==> config.mk <==
export PLATFORM = sky130hd
export DESIGN_NAME = vga_timing_gen
export DESIGN_NICKNAME = d
export VERILOG_FILES = /design/src/rtl/vga_timing_pkg.sv /design/src/rtl/vga_axis_seq.sv /design/src/rtl/vga_timing_gen.sv
export SDC_FILE = /design/constraint.sdc
export NUM_CORES = 1
export LEC_CHECK = 0
export ABC_CLOCK_PERIOD_IN_PS = 11700
export CAP_MARGIN = 20
export CORE_UTILIZATION = 60
export CTS_CLUSTER_SIZE = 28
export DETAILED_ROUTE_END_ITERATION = 10
export PLACE_DENSITY = 0.95
export SKIP_LAST_GASP = 1
export SYNTH_ARGS = -nofsm -noshare
export SYNTH_HDL_FRONTEND = slang
export SYNTH_SLANG_ARGS = --single-unit
==> constraint.sdc <==
create_clock -name clk_vga -period 11.7 [get_ports clk_vga]
set_input_delay 2.34 -clock clk_vga [delete_from_list [all_inputs] [get_ports clk_vga]]
set_output_delay 2.34 -clock clk_vga [all_outputs]
set_load 0.05 [all_outputs]
==> src/rtl/vga_timing_pkg.sv <==
// ----------------------------------------------------------------------------
// vga_timing_pkg
//   Shared definitions for the programmable VGA timing generator:
//   - one-hot per-axis segment state (SP -> BP -> VA -> FP -> SP)
//   - reset timing for 640x480@60 (25.175 MHz pixel clock)
//   - upper bound for the output alignment pipeline depth
//   - next_state(): segment order shared by both axes
// Ports: none (package).
// ----------------------------------------------------------------------------
package vga_timing_pkg;

   typedef enum logic [3:0] {
      ST_SP = 4'b0001,   // sync pulse
      ST_BP = 4'b0010,   // back porch
      ST_VA = 4'b0100,   // visible area
      ST_FP = 4'b1000    // front porch
   } axis_state_e;

   localparam int HVA_DEF_C = 640;
   localparam int HFP_DEF_C = 16;
   localparam int HSP_DEF_C = 96;
   localparam int HBP_DEF_C = 48;
   localparam int VVA_DEF_C = 480;
   localparam int VFP_DEF_C = 10;
   localparam int VSP_DEF_C = 2;
   localparam int VBP_DEF_C = 33;

   localparam int PIPE_DLY_MAX = 4;

   function automatic axis_state_e next_state(input axis_state_e s);
      case (s)
         ST_SP:   return ST_BP;
         ST_BP:   return ST_VA;
         ST_VA:   return ST_FP;
         default: return ST_SP;   // FP, and recovery from any non-one-hot value
      endcase
   endfunction

endpackage

==> src/rtl/vga_axis_seq.sv <==
// ----------------------------------------------------------------------------
// vga_axis_seq
//   One timing axis: segment state machine plus a per-segment counter.
//   The counter runs 0..LEN-1 of the current segment, then wraps to 0 and the
//   state advances. Nothing moves unless en_i is high.
// Ports:
//   clk_i      clock
//   rst_n_i    synchronous active-low reset (state SP, count 0)
//   en_i       advance enable (1 for horizontal, h_tick for vertical)
//   len_*_i    segment lengths, each must be non-zero
//   state_o    current one-hot segment
//   count_o    position inside the current segment
//   last_o     high on the enabled cycle that ends the front porch
// ----------------------------------------------------------------------------
module vga_axis_seq
   import vga_timing_pkg::*;
#(
   parameter int W = 12
) (
   input  logic         clk_i,
   input  logic         rst_n_i,
   input  logic         en_i,
   input  logic [W-1:0] len_va_i,
   input  logic [W-1:0] len_fp_i,
   input  logic [W-1:0] len_sp_i,
   input  logic [W-1:0] len_bp_i,
   output axis_state_e  state_o,
   output logic [W-1:0] count_o,
   output logic         last_o
);

   axis_state_e  state_q, state_d;
   logic [W-1:0] count_q, count_d;
   logic [W-1:0] len_cur;
   logic         at_end;

   // NOTE: state registers use non-blocking assignments so every flop samples
   // the pre-edge value of its peers; blocking here would create ordering races.
   always_ff @(posedge clk_i) begin
      if (!rst_n_i) begin
         state_q <= ST_SP;
         count_q <= '0;
      end else begin
         state_q <= state_d;
         count_q <= count_d;
      end
   end

   // NOTE: every output of this block gets a default first, so no path can
   // leave a signal unassigned and infer a latch.
   always_comb begin
      state_d = state_q;
      count_d = count_q;
      case (state_q)
         ST_BP:   len_cur = len_bp_i;
         ST_VA:   len_cur = len_va_i;
         ST_FP:   len_cur = len_fp_i;
         default: len_cur = len_sp_i;
      endcase
      // Exact compare only; lengths are never zero so LEN-1 cannot underflow.
      at_end = (count_q == len_cur - W'(1));
      if (en_i) begin
         if (at_end) begin
            count_d = '0;
            state_d = next_state(state_q);
         end else begin
            count_d = count_q + W'(1);
         end
      end
   end

   assign state_o = state_q;
   assign count_o = count_q;
   assign last_o  = en_i && (state_q == ST_FP) && at_end;

endmodule

==> src/rtl/vga_timing_gen.sv <==
// ----------------------------------------------------------------------------
// vga_timing_gen
//   Run-time programmable VGA timing generator. Two vga_axis_seq instances
//   (H free-running, V stepped by the H end-of-line tick), a shadow/active
//   configuration pair that swaps only at the frame boundary, output gating,
//   and a PIPE_DLY-deep alignment chain shared by every timing output.
// Build option: define VGA_ADV7123_EN to add the ADV7123 DAC control ports.
// Ports:
//   clk_vga, rst_vga_n         pixel clock, synchronous active-low reset
//   cfg_h*/cfg_v*              pending segment lengths (pixels / lines)
//   cfg_load                   capture cfg_* into the shadow set
//   cfg_busy                   shadow set waiting for the next frame boundary
//   cfg_err                    one-cycle pulse: load rejected (a field was 0)
//   vga_hsync, vga_vsync       sync outputs, active level per HS_POL/VS_POL
//   vga_video_on               visible area
//   pixel_x, pixel_y           visible coordinates, 0 outside visible area
//   first_pixel, line_start    pulses at pixel (0,0) / column 0 of each line
//   frame_end                  pulse on the last cycle of the frame
//   adv7123_vga_*              DAC blank/sync/clk (VGA_ADV7123_EN only)
// ----------------------------------------------------------------------------
module vga_timing_gen
   import vga_timing_pkg::*;
#(
   parameter int HW       = 12,
   parameter int VW       = 11,
   parameter int HVA_DEF  = HVA_DEF_C,
   parameter int HFP_DEF  = HFP_DEF_C,
   parameter int HSP_DEF  = HSP_DEF_C,
   parameter int HBP_DEF  = HBP_DEF_C,
   parameter int VVA_DEF  = VVA_DEF_C,
   parameter int VFP_DEF  = VFP_DEF_C,
   parameter int VSP_DEF  = VSP_DEF_C,
   parameter int VBP_DEF  = VBP_DEF_C,
   parameter int HS_POL   = 0,
   parameter int VS_POL   = 0,
   parameter int PIPE_DLY = 1        // 0..PIPE_DLY_MAX
) (
   input  logic          clk_vga,
   input  logic          rst_vga_n,
   input  logic [HW-1:0] cfg_hva,
   input  logic [HW-1:0] cfg_hfp,
   input  logic [HW-1:0] cfg_hsp,
   input  logic [HW-1:0] cfg_hbp,
   input  logic [VW-1:0] cfg_vva,
   input  logic [VW-1:0] cfg_vfp,
   input  logic [VW-1:0] cfg_vsp,
   input  logic [VW-1:0] cfg_vbp,
   input  logic          cfg_load,
   output logic          cfg_busy,
   output logic          cfg_err,
   output logic          vga_hsync,
   output logic          vga_vsync,
   output logic          vga_video_on,
   output logic [HW-1:0] pixel_x,
   output logic [VW-1:0] pixel_y,
   output logic          first_pixel,
   output logic          line_start,
   output logic          frame_end
`ifdef VGA_ADV7123_EN
   ,
   output logic          adv7123_vga_blank,
   output logic          adv7123_vga_sync,
   output logic          adv7123_vga_clk
`endif
);

   typedef struct packed {
      logic [HW-1:0] hva, hfp, hsp, hbp;
      logic [VW-1:0] vva, vfp, vsp, vbp;
   } cfg_t;

   typedef struct packed {
      logic          hsync;
      logic          vsync;
      logic          video_on;
      logic [HW-1:0] px;
      logic [VW-1:0] py;
      logic          first;
      logic          line;
      logic          fend;
`ifdef VGA_ADV7123_EN
      logic          blank;
`endif
   } out_t;

   localparam logic HS_ACT = (HS_POL != 0);
   localparam logic VS_ACT = (VS_POL != 0);

   localparam cfg_t CFG_DEF = '{
      hva: HW'(HVA_DEF), hfp: HW'(HFP_DEF), hsp: HW'(HSP_DEF), hbp: HW'(HBP_DEF),
      vva: VW'(VVA_DEF), vfp: VW'(VFP_DEF), vsp: VW'(VSP_DEF), vbp: VW'(VBP_DEF)
   };

   cfg_t          act_q, act_d, shd_q, shd_d, cfg_in;
   logic          busy_q, busy_d, err_q, err_d, cfg_ok;
   axis_state_e   h_state, v_state;
   logic [HW-1:0] h_count;
   logic [VW-1:0] v_count;
   logic          h_tick, v_last;
   out_t          stage_d;
   out_t          pipe_q [0:PIPE_DLY];
   logic          h_sp, v_sp, vis;

   vga_axis_seq #(.W(HW)) u_h_axis (
      .clk_i   (clk_vga),
      .rst_n_i (rst_vga_n),
      .en_i    (1'b1),
      .len_va_i(act_q.hva),
      .len_fp_i(act_q.hfp),
      .len_sp_i(act_q.hsp),
      .len_bp_i(act_q.hbp),
      .state_o (h_state),
      .count_o (h_count),
      .last_o  (h_tick)
   );

   vga_axis_seq #(.W(VW)) u_v_axis (
      .clk_i   (clk_vga),
      .rst_n_i (rst_vga_n),
      .en_i    (h_tick),
      .len_va_i(act_q.vva),
      .len_fp_i(act_q.vfp),
      .len_sp_i(act_q.vsp),
      .len_bp_i(act_q.vbp),
      .state_o (v_state),
      .count_o (v_count),
      .last_o  (v_last)
   );

   // Config: v_last is the apply point (last cycle of the frame). The apply
   // uses the pre-edge shadow, so a load on that same cycle lands one frame later.
   always_comb begin
      cfg_in = '{hva: cfg_hva, hfp: cfg_hfp, hsp: cfg_hsp, hbp: cfg_hbp,
                 vva: cfg_vva, vfp: cfg_vfp, vsp: cfg_vsp, vbp: cfg_vbp};
      cfg_ok = (cfg_hva != '0) && (cfg_hfp != '0) && (cfg_hsp != '0) && (cfg_hbp != '0) &&
               (cfg_vva != '0) && (cfg_vfp != '0) && (cfg_vsp != '0) && (cfg_vbp != '0);
      act_d  = act_q;
      shd_d  = shd_q;
      busy_d = busy_q;
      err_d  = 1'b0;
      if (v_last && busy_q) begin
         act_d  = shd_q;
         busy_d = 1'b0;
      end
      if (cfg_load) begin
         if (cfg_ok) begin
            shd_d  = cfg_in;
            busy_d = 1'b1;
         end else begin
            err_d  = 1'b1;
         end
      end
   end

   always_ff @(posedge clk_vga) begin
      if (!rst_vga_n) begin
         act_q  <= CFG_DEF;
         shd_q  <= CFG_DEF;
         busy_q <= 1'b0;
         err_q  <= 1'b0;
      end else begin
         act_q  <= act_d;
         shd_q  <= shd_d;
         busy_q <= busy_d;
         err_q  <= err_d;
      end
   end

   always_comb begin
      h_sp           = (h_state == ST_SP);
      v_sp           = (v_state == ST_SP);
      vis            = (h_state == ST_VA) && (v_state == ST_VA);
      stage_d        = '0;
      stage_d.hsync  = h_sp ? HS_ACT : ~HS_ACT;
      stage_d.vsync  = v_sp ? VS_ACT : ~VS_ACT;
      stage_d.video_on = vis;
      stage_d.px     = vis ? h_count : '0;
      stage_d.py     = vis ? v_count : '0;
      stage_d.first  = vis && (h_count == '0) && (v_count == '0);
      stage_d.line   = vis && (h_count == '0);
      stage_d.fend   = v_last;
`ifdef VGA_ADV7123_EN
      stage_d.blank  = ~h_sp & ~v_sp;
`endif
   end

   // NOTE: the alignment chain is reset, not left as plain storage, because a
   // mid-frame reset must flush stale syncs and strobes out of every stage.
   always_ff @(posedge clk_vga) begin
      if (!rst_vga_n) begin
         for (int i = 0; i <= PIPE_DLY; i++) begin
            pipe_q[i]       <= '0;
            pipe_q[i].hsync <= ~HS_ACT;
            pipe_q[i].vsync <= ~VS_ACT;
`ifdef VGA_ADV7123_EN
            pipe_q[i].blank <= 1'b1;
`endif
         end
      end else begin
         pipe_q[0] <= stage_d;
         for (int i = 1; i <= PIPE_DLY; i++) begin
            pipe_q[i] <= pipe_q[i-1];
         end
      end
   end

   assign cfg_busy     = busy_q;
   assign cfg_err      = err_q;
   assign vga_hsync    = pipe_q[PIPE_DLY].hsync;
   assign vga_vsync    = pipe_q[PIPE_DLY].vsync;
   assign vga_video_on = pipe_q[PIPE_DLY].video_on;
   assign pixel_x      = pipe_q[PIPE_DLY].px;
   assign pixel_y      = pipe_q[PIPE_DLY].py;
   assign first_pixel  = pipe_q[PIPE_DLY].first;
   assign line_start   = pipe_q[PIPE_DLY].line;
   assign frame_end    = pipe_q[PIPE_DLY].fend;

`ifdef VGA_ADV7123_EN
   assign adv7123_vga_blank = pipe_q[PIPE_DLY].blank;
   assign adv7123_vga_sync  = 1'b0;
   assign adv7123_vga_clk   = clk_vga;
`endif

endmodule

## After elaboration in Yosys (flattened, before gate mapping)

Memory sizes are Yosys's and may differ from the RTL's.
Index checks and enable logic that the tools add are counted.

| word-level totals | value |
|---|---|
| bits in registers | 217 |
| bits in latches | 0 |
| RAM bits | 58 |
| memory bits (read-only) | 0 |
| output and inout port bits | 31 |
| logic and storage cells | 101 |
| memories | 1 |

| cells by class | value |
|---|---|
| $add $sub $neg | 4 |
| multiply operators | 0 |
| divide/modulo/power cells | 0 |
| order comparisons | 0 |
| equality and inequality tests | 10 |
| shifts and indexed selects | 0 |
| mux-type cells | 25 |
| bitwise logic cells | 11 |
| reductions and logical operators | 28 |

Memory list:

| name | words | width | rd ports | clocked after Yosys merged registers in | write ports | RTL line | RTL |
|---|---|---|---|---|---|---|---|
| pipe_q | 2 | 29 | 2 | 0 | 2 | vga_timing_gen.sv:101 | `out_t pipe_q [0:PIPE_DLY];` |

Operators by type and width:

| kind | number |
|---|---|
| two-way mux 27 bit | 2 |
| nonzero test 12 bit | 4 |
| nonzero test 11 bit | 4 |
| case mux 12 bit (3 select lines) | 1 |
| case mux 11 bit (3 select lines) | 1 |
| case mux 4 bit (3 select lines) | 2 |
| two-way mux 11 bit | 2 |
| two-way mux 1 bit | 16 |
| logical AND 1 bit | 14 |
| adder 12 x 1 -> 12 bit, second input constant | 1 |
| equality test 12 bit | 1 |
| logical NOT 12 bit | 1 |
| two-way mux 12 bit | 1 |
| subtractor 12 x 1 -> 12 bit, second input constant | 1 |
| adder 11 x 1 -> 11 bit, second input constant | 1 |
| equality test 11 bit | 1 |
| logical NOT 11 bit | 1 |
| subtractor 11 x 1 -> 11 bit, second input constant | 1 |
| bitwise OR 1 bit | 10 |
| equality test 4 x 1 -> 1 bit, second input constant | 2 |
| equality test 4 x 2 -> 1 bit, second input constant | 2 |
| equality test 4 x 3 -> 1 bit, second input constant | 2 |
| equality test 4 bit, second input constant | 2 |
| AND reduction 2 bit | 3 |
| 2 further kinds | 2 |

## Longest topological paths before layout

| logic depth | value |
|---|---|
| word-level depth | 11 |
| depth in mapped cells | 19 |

## By module

Synthesis repeated with hierarchy kept, for this count alone.

| unflattened totals | value |
|---|---|
| cells, all modules | 1,335 |
| area, all modules | 12,031.5 um^2 |

By module, submodules not included:

| module | instances | cells each | area an instance (um^2) |
|---|---|---|---|
| vga_timing_gen | 1 | 959 | 8,869.8 |
| vga_axis_seq (u_h_axis) | 1 | 191 | 1,636.6 |
| vga_axis_seq (u_v_axis) | 1 | 185 | 1,525.2 |

## Worst setup path after synthesis

No wires, ideal clock.

| timing path | value |
|---|---|
| kind | flip-flop to flip-flop |
| from | register u_v_axis.state_q[1] (netlist: u_v_axis.state_o[1]) |
| to | register act_q[38] in the netlist's numbering |
| setup time | 137 ps |
| arrival | 4,204 ps |
| data required time | 11,563 ps |
| slack | 7,359 ps |
| stages on the path, launching flop included | 17 |
| buffers on the path | 3 |
| path through | dfxtp_1 clkbuf_1 or4b_1 o21a_1 a221o_1 inv_1 ha_1 a21boi_0 nor4b_1 o211ai_1 or4b_2 a41oi_1 nand3_1 clkbuf_1 clkbuf_1 o21ai_0 nand3_1 |

| between the ends | value |
|---|---|
| longest elaborated chain between the ends | 6 |
| elaborated cells between the ends (all ways) | 9 |
| classes of those cells | 1 x add/sub; 4 x eq/ne; 1 x mux; 3 x reduce/logical |

RTL lines:

| what | RTL line | RTL |
|---|---|---|
| start, declared | vga_axis_seq.sv:32 | `axis_state_e state_q, state_d;` |
| start signal, assigned | vga_axis_seq.sv:44 | `state_q <= state_d;` |
| equality test 4 bit, or another cell as far along | vga_axis_seq.sv:54, vga_axis_seq.sv:74 |  |
| case mux 11 bit (3 select lines) | vga_axis_seq.sv:54 | `case (state_q)` |
| subtractor 11 x 1 -> 11 bit | vga_axis_seq.sv:61 | `at_end = (count_q == len_cur - W'(1));` |
| equality test 11 bit | vga_axis_seq.sv:61 |  |
| logical AND 1 bit * | vga_axis_seq.sv:74 | `assign last_o = en_i && (state_q == ST_FP) && at_end;` |
| logical AND 1 bit * | vga_timing_gen.sv:141 | `if (v_last && busy_q) begin` |
| end signal, assigned | vga_timing_gen.sv:162 | `act_q <= act_d;` |
| end, declared | vga_timing_gen.sv:94 | `cfg_t act_q, act_d, shd_q, shd_d, cfg_in;` |

Every way passes the cells marked *; elsewhere a longest branch is shown, timed or not.
A chain may end at the register's enable or synchronous reset.

## Worst setup path in the final report

| timing path | value |
|---|---|
| from | register u_v_axis.state_q[3] (netlist: u_v_axis.state_o[3]) |
| to | register act_q[29] in the netlist's numbering |

Same word-level chain as after synthesis.

==> Flow_metrics.wiki <==
{| class="wikitable"
! Metric !! Value
|-
| Outcome || finished clean
|-
| Total count of hold-check failures in the final report || 0
|-
| Worst Reg2Reg Path Length in Cells || 14
|-
| Number of remaining DRC errors || 0
|-
| Maximum net fanout on the critical path || 92
|-
| Aggregate global-route resource usage || 0.3069
|-
| HP Class || reg -> reg
|-
| Count of flip-flops with a built-in enable after synthesis || 0
|-
| Number of global-route vias before repair || 10120
|-
| Cts bufs inserted || 26
|-
| Max H-tree Level || 1
|-
| Final-report setup violation count || 0
|-
| Post-DP HPWL || 19230 um
|-
| Full die area || 0.01987 mm^2
|-
| Final core area utilization || 0.7274
|-
| Synth async-reset ratio || 0
|-
| Post-Synthesis Cell Area || 0.01158 mm^2
|-
| Worst min-delay path startpoint || pipe_q[0][27]$_DFF_P_
|-
| Leakage power || 4.922 nW
|-
| CP Data Arrival Time || 6.48 ns
|-
| Maximum clock path buffer count || 3
|-
| Routed via count || 10880
|-
| Cell depth of the worst min-delay path || 1
|-
| Die height || 141.0 um
|-
| Slew headroom || 0.2567
|-
| Bufs and invs on worst path || 2
|-
| Router iterations before antenna repair || 7
|-
| Clock transition at the registers of the reported paths || 0.07 ns
|-
| RSZ-0062 raised after global routing || false
|-
| Top-level I/O count || 126
|-
| Number of max-cap violations || 0
|-
| Die Width || 141.0 um
|-
| ANT cells || 0
|-
| Routed wire length || 30540 um
|-
| Initial core utilization || 0.6152
|-
| Drt wl/cell || 17.62 um
|-
| Number of nets in the synthesized netlist || 1508
|-
| Worst R2R Start || u_v_axis.state_o[3]$_SDFFE_PN0P_
|-
| Power density of the placed cells || 142.8 mW/mm^2
|-
| Global-route wire length before repair || 50110 um
|-
| CTS tree || yes
|-
| Total setup buffers inserted after CTS || 0
|-
| Post-route setup TNS || 0 ns
|-
| Insertion delay of the later-clocked pin in the worst-skew pair || 0.54 ns
|-
| Total area of sequential cells || 0.005505 mm^2
|-
| Startpoint kind of the worst setup timing path || flop
|-
| Top_reg_cell synth || sky130_fd_sc_hd__dfxtp_1
|-
| Total placed instance area || 0.01278 mm^2
|-
| Final weighted congestion in routability-driven placement || 0.9075
|-
| Largest stage delay, worst path || 0.78 ns
|-
| Post-layout instance area || 0.01370 mm^2
|-
| Maximum clock frequency || 165.8 MHz
|-
| Internal power consumption || 0.001534 W
|-
| Switch Pwr || 0.0004214 W
|-
| Fin Clk Skew || 0.01248 ns
|-
| Worst Max-Slew Pin Slew || 1.115 ns
|-
| WS Path Type || reg -> reg
|-
| Most frequent cells in the layout || 275 x sky130_fd_sc_hd__dfxtp_1, 211 x sky130_fd_sc_hd__nand2_1, 177 x sky130_fd_sc_hd__a21oi_1
|-
| Sort of element at the end of the critical path || flop
|-
| Layout overhead on the synthesized area || 18.23%
|-
| Endpoint with the worst hold slack || pipe_q[1][27]$_SDFF_PN1_
|-
| Library cells used by synthesis || 61
|-
| Sequential cell area fraction in the yosys report || 0.4752
|-
| Root buffer cell || sky130_fd_sc_hd__clkbuf_16
|-
| Largest net degree at the start of global routing || 115
|-
| Post-cts sizing count || 0
|-
| Required time at the endpoint of the critical path || 12.15 ns
|-
| Logic gate share of total power || 0.050
|-
| Final-stage net count || 1555
|-
| Fill cell total of the finished layout || 1326
|-
| VDD IR-drop max || 0.1044 mV
|-
| I/O Buffers || 125
|-
| Ys Warns || 0
|-
| Total congestion overflow || 0
|-
| Initial antenna violation count || 0
|-
| Number of instances in the synthesized netlist || 1407
|-
| Hold_buf cts || 0
|-
| Cell with the largest stage delay on the worst path || sky130_fd_sc_hd__dfxtp_1
|-
| Final Slew Violations || 0
|-
| Min Clock Period, post-route || 6.030 ns
|-
| Core box area || 0.01883 mm^2
|-
| Fraction of power consumed by sequential logic || 0.496
|-
| DRC violation total after the first TritonRoute iteration || 1563
|-
| Ordered list of cells on the worst path || or4b_1 -> o21a_1 -> a221o_1 -> inv_1 -> ha_1 -> a21boi_0 -> nor4b_1 -> o211ai_1 -> or4b_2 -> a41oi_1 -> and3_2 -> buf_4 -> nand3_1 -> a21oi_1
|-
| Combined area of the multi-input logic cells || 0.005548 mm^2
|-
| Layout cells sized above 1 || 0.05227
|-
| Clock group share of total power || 0.454
|-
| Total clock sinks || 275
|-
| Synthesized area divided by synthesized cell count || 8.234 um^2
|-
| Number of flip-flops and latches in the synthesized netlist || 275
|-
| Residual antenna-violating net count after detailed routing || 0
|-
| FP Rows || 50
|-
| Worst reg-to-reg setup slack || 5.67 ns
|-
| Family with the most delay on the worst path || simple AND/OR/NAND/NOR gates
|-
| Fraction of power spent switching nets || 0.2155
|-
| Detailed-route vias per instance || 6.277
|-
| Period utilisation layout || 0.5154
|-
| Worst r2r dst || act_q[29]$_SDFFE_PN0P_
|-
| Most common library cell in the layout ignoring fill and taps || sky130_fd_sc_hd__dfxtp_1
|}
## cells in the mapped netlist, types with 16 or more instances
library cell	instances	area [um^2]
sky130_fd_sc_hd__a21oi_1	177	885.9
sky130_fd_sc_hd__and2_1	65	406.6
sky130_fd_sc_hd__and3_1	16	100.1
sky130_fd_sc_hd__buf_2	18	90.09
sky130_fd_sc_hd__clkbuf_1	95	356.6
sky130_fd_sc_hd__dfxtp_1	275	5505
sky130_fd_sc_hd__nand2_1	212	795.8
sky130_fd_sc_hd__nand3_1	150	750.7
sky130_fd_sc_hd__nand3b_1	16	120.1
sky130_fd_sc_hd__nor2_1	27	101.4
sky130_fd_sc_hd__nor4_1	32	200.2
sky130_fd_sc_hd__o21ai_0	104	520.5
sky130_fd_sc_hd__xnor2_1	24	210.2
## routing by layer
metal,vias up,GRT usage,part of all wire
met1,5076,0.4093,0.41
met3,97,0.05095,0.091
met4,0,0.1247,0.034
met5,-,0,0
met2,621,0.4962,0.46
li1,5084,-,-
## stage by stage
stage               total power, W  worst slack [ns]  hold WS [ns]  cells
global route              0.002004             5.285        0.4410   1733
floorplan                 0.001032             7.359        0.3863   1407
CTS                       0.001956             5.778        0.4260   1733
global placement          0.001080             6.044        0.3888   1685
detailed placement        0.001084             5.893        0.4116   1686
finish                    0.001955             5.670        0.4228   1733
## how the worst max path moves through the flow
stage                                startpoint                      to  slack (ns)  cells after the start
6_report       u_v_axis.state_o[3]$_SDFFE_PN0P_  act_q[29]$_SDFFE_PN0P_        5.67                     14
5_1_grt        u_v_axis.state_o[3]$_SDFFE_PN0P_  act_q[29]$_SDFFE_PN0P_        5.29                     14
4_1_cts        u_v_axis.state_o[3]$_SDFFE_PN0P_  act_q[29]$_SDFFE_PN0P_        5.78                     14
3_5_place_dp   u_v_axis.state_o[3]$_SDFFE_PN0P_  act_q[42]$_SDFFE_PN0P_        5.89                     14
3_3_place_gp   u_v_axis.state_o[3]$_SDFFE_PN0P_  act_q[42]$_SDFFE_PN0P_        6.04                     14
2_1_floorplan  u_v_axis.state_o[1]$_SDFFE_PN0P_  act_q[38]$_SDFFE_PN1P_        7.36                     16
## layout make-up
type / count / share of cell area
tap: 260 / 0.02375
timing repair buffer: 138 / 0.09811
multi-input combinational: 999 / 0.4050
inverter: 14 / 0.004019
clock buffer: 40 / 0.06093
sequential: 275 / 0.4019
clock inverter: 7 / 0.006212
## sequential cells by signal (all words and copies together) (netlist names)
signal / flops
cfg_busy: 1
cfg_err: 1
u_h_axis.state_o: 4
u_v_axis.state_o: 4
act_q: 92
shd_q: 92
u_h_axis.count_o: 12
u_v_axis.count_o: 11
pipe_q: 58
## power by group through the flow
stage | Clock, W | Sequential (W) | Combinational (W)
3_3_place_gp | 0 | 0.000988 | 0.0000919
6_report | 0.000888 | 0.000969 | 0.0000978
2_1_floorplan | 0 | 0.000987 | 0.0000452
3_5_place_dp | 0 | 0.000989 | 0.0000948
5_1_grt | 0.000927 | 0.000971 | 0.000106
4_1_cts | 0.000891 | 0.000969 | 0.0000960
## worst reg2reg max path, stage by stage, from the launching register on
cell and delay (ns):
sky130_fd_sc_hd__dfxtp_1 0.78, sky130_fd_sc_hd__or4b_1 0.57, sky130_fd_sc_hd__o21a_1 0.32, sky130_fd_sc_hd__a221o_1 0.47
sky130_fd_sc_hd__inv_1 0.15, sky130_fd_sc_hd__ha_1 0.22, sky130_fd_sc_hd__a21boi_0 0.17, sky130_fd_sc_hd__nor4b_1 0.35
sky130_fd_sc_hd__o211ai_1 0.24, sky130_fd_sc_hd__or4b_2 0.67, sky130_fd_sc_hd__a41oi_1 0.44, sky130_fd_sc_hd__and3_2 0.27
sky130_fd_sc_hd__buf_4 0.70, sky130_fd_sc_hd__nand3_1 0.35, sky130_fd_sc_hd__a21oi_1 0.24
## logic make-up after synthesis
group,share of synthesized area
simple gates,0.2589
compound gates,0.1818
flops,0.4752
buf+inv,0.04763
xor+xnor,0.02570
fa+ha+maj,0.006480
mux,0.004320
Power figures use the tool's default switching activity.
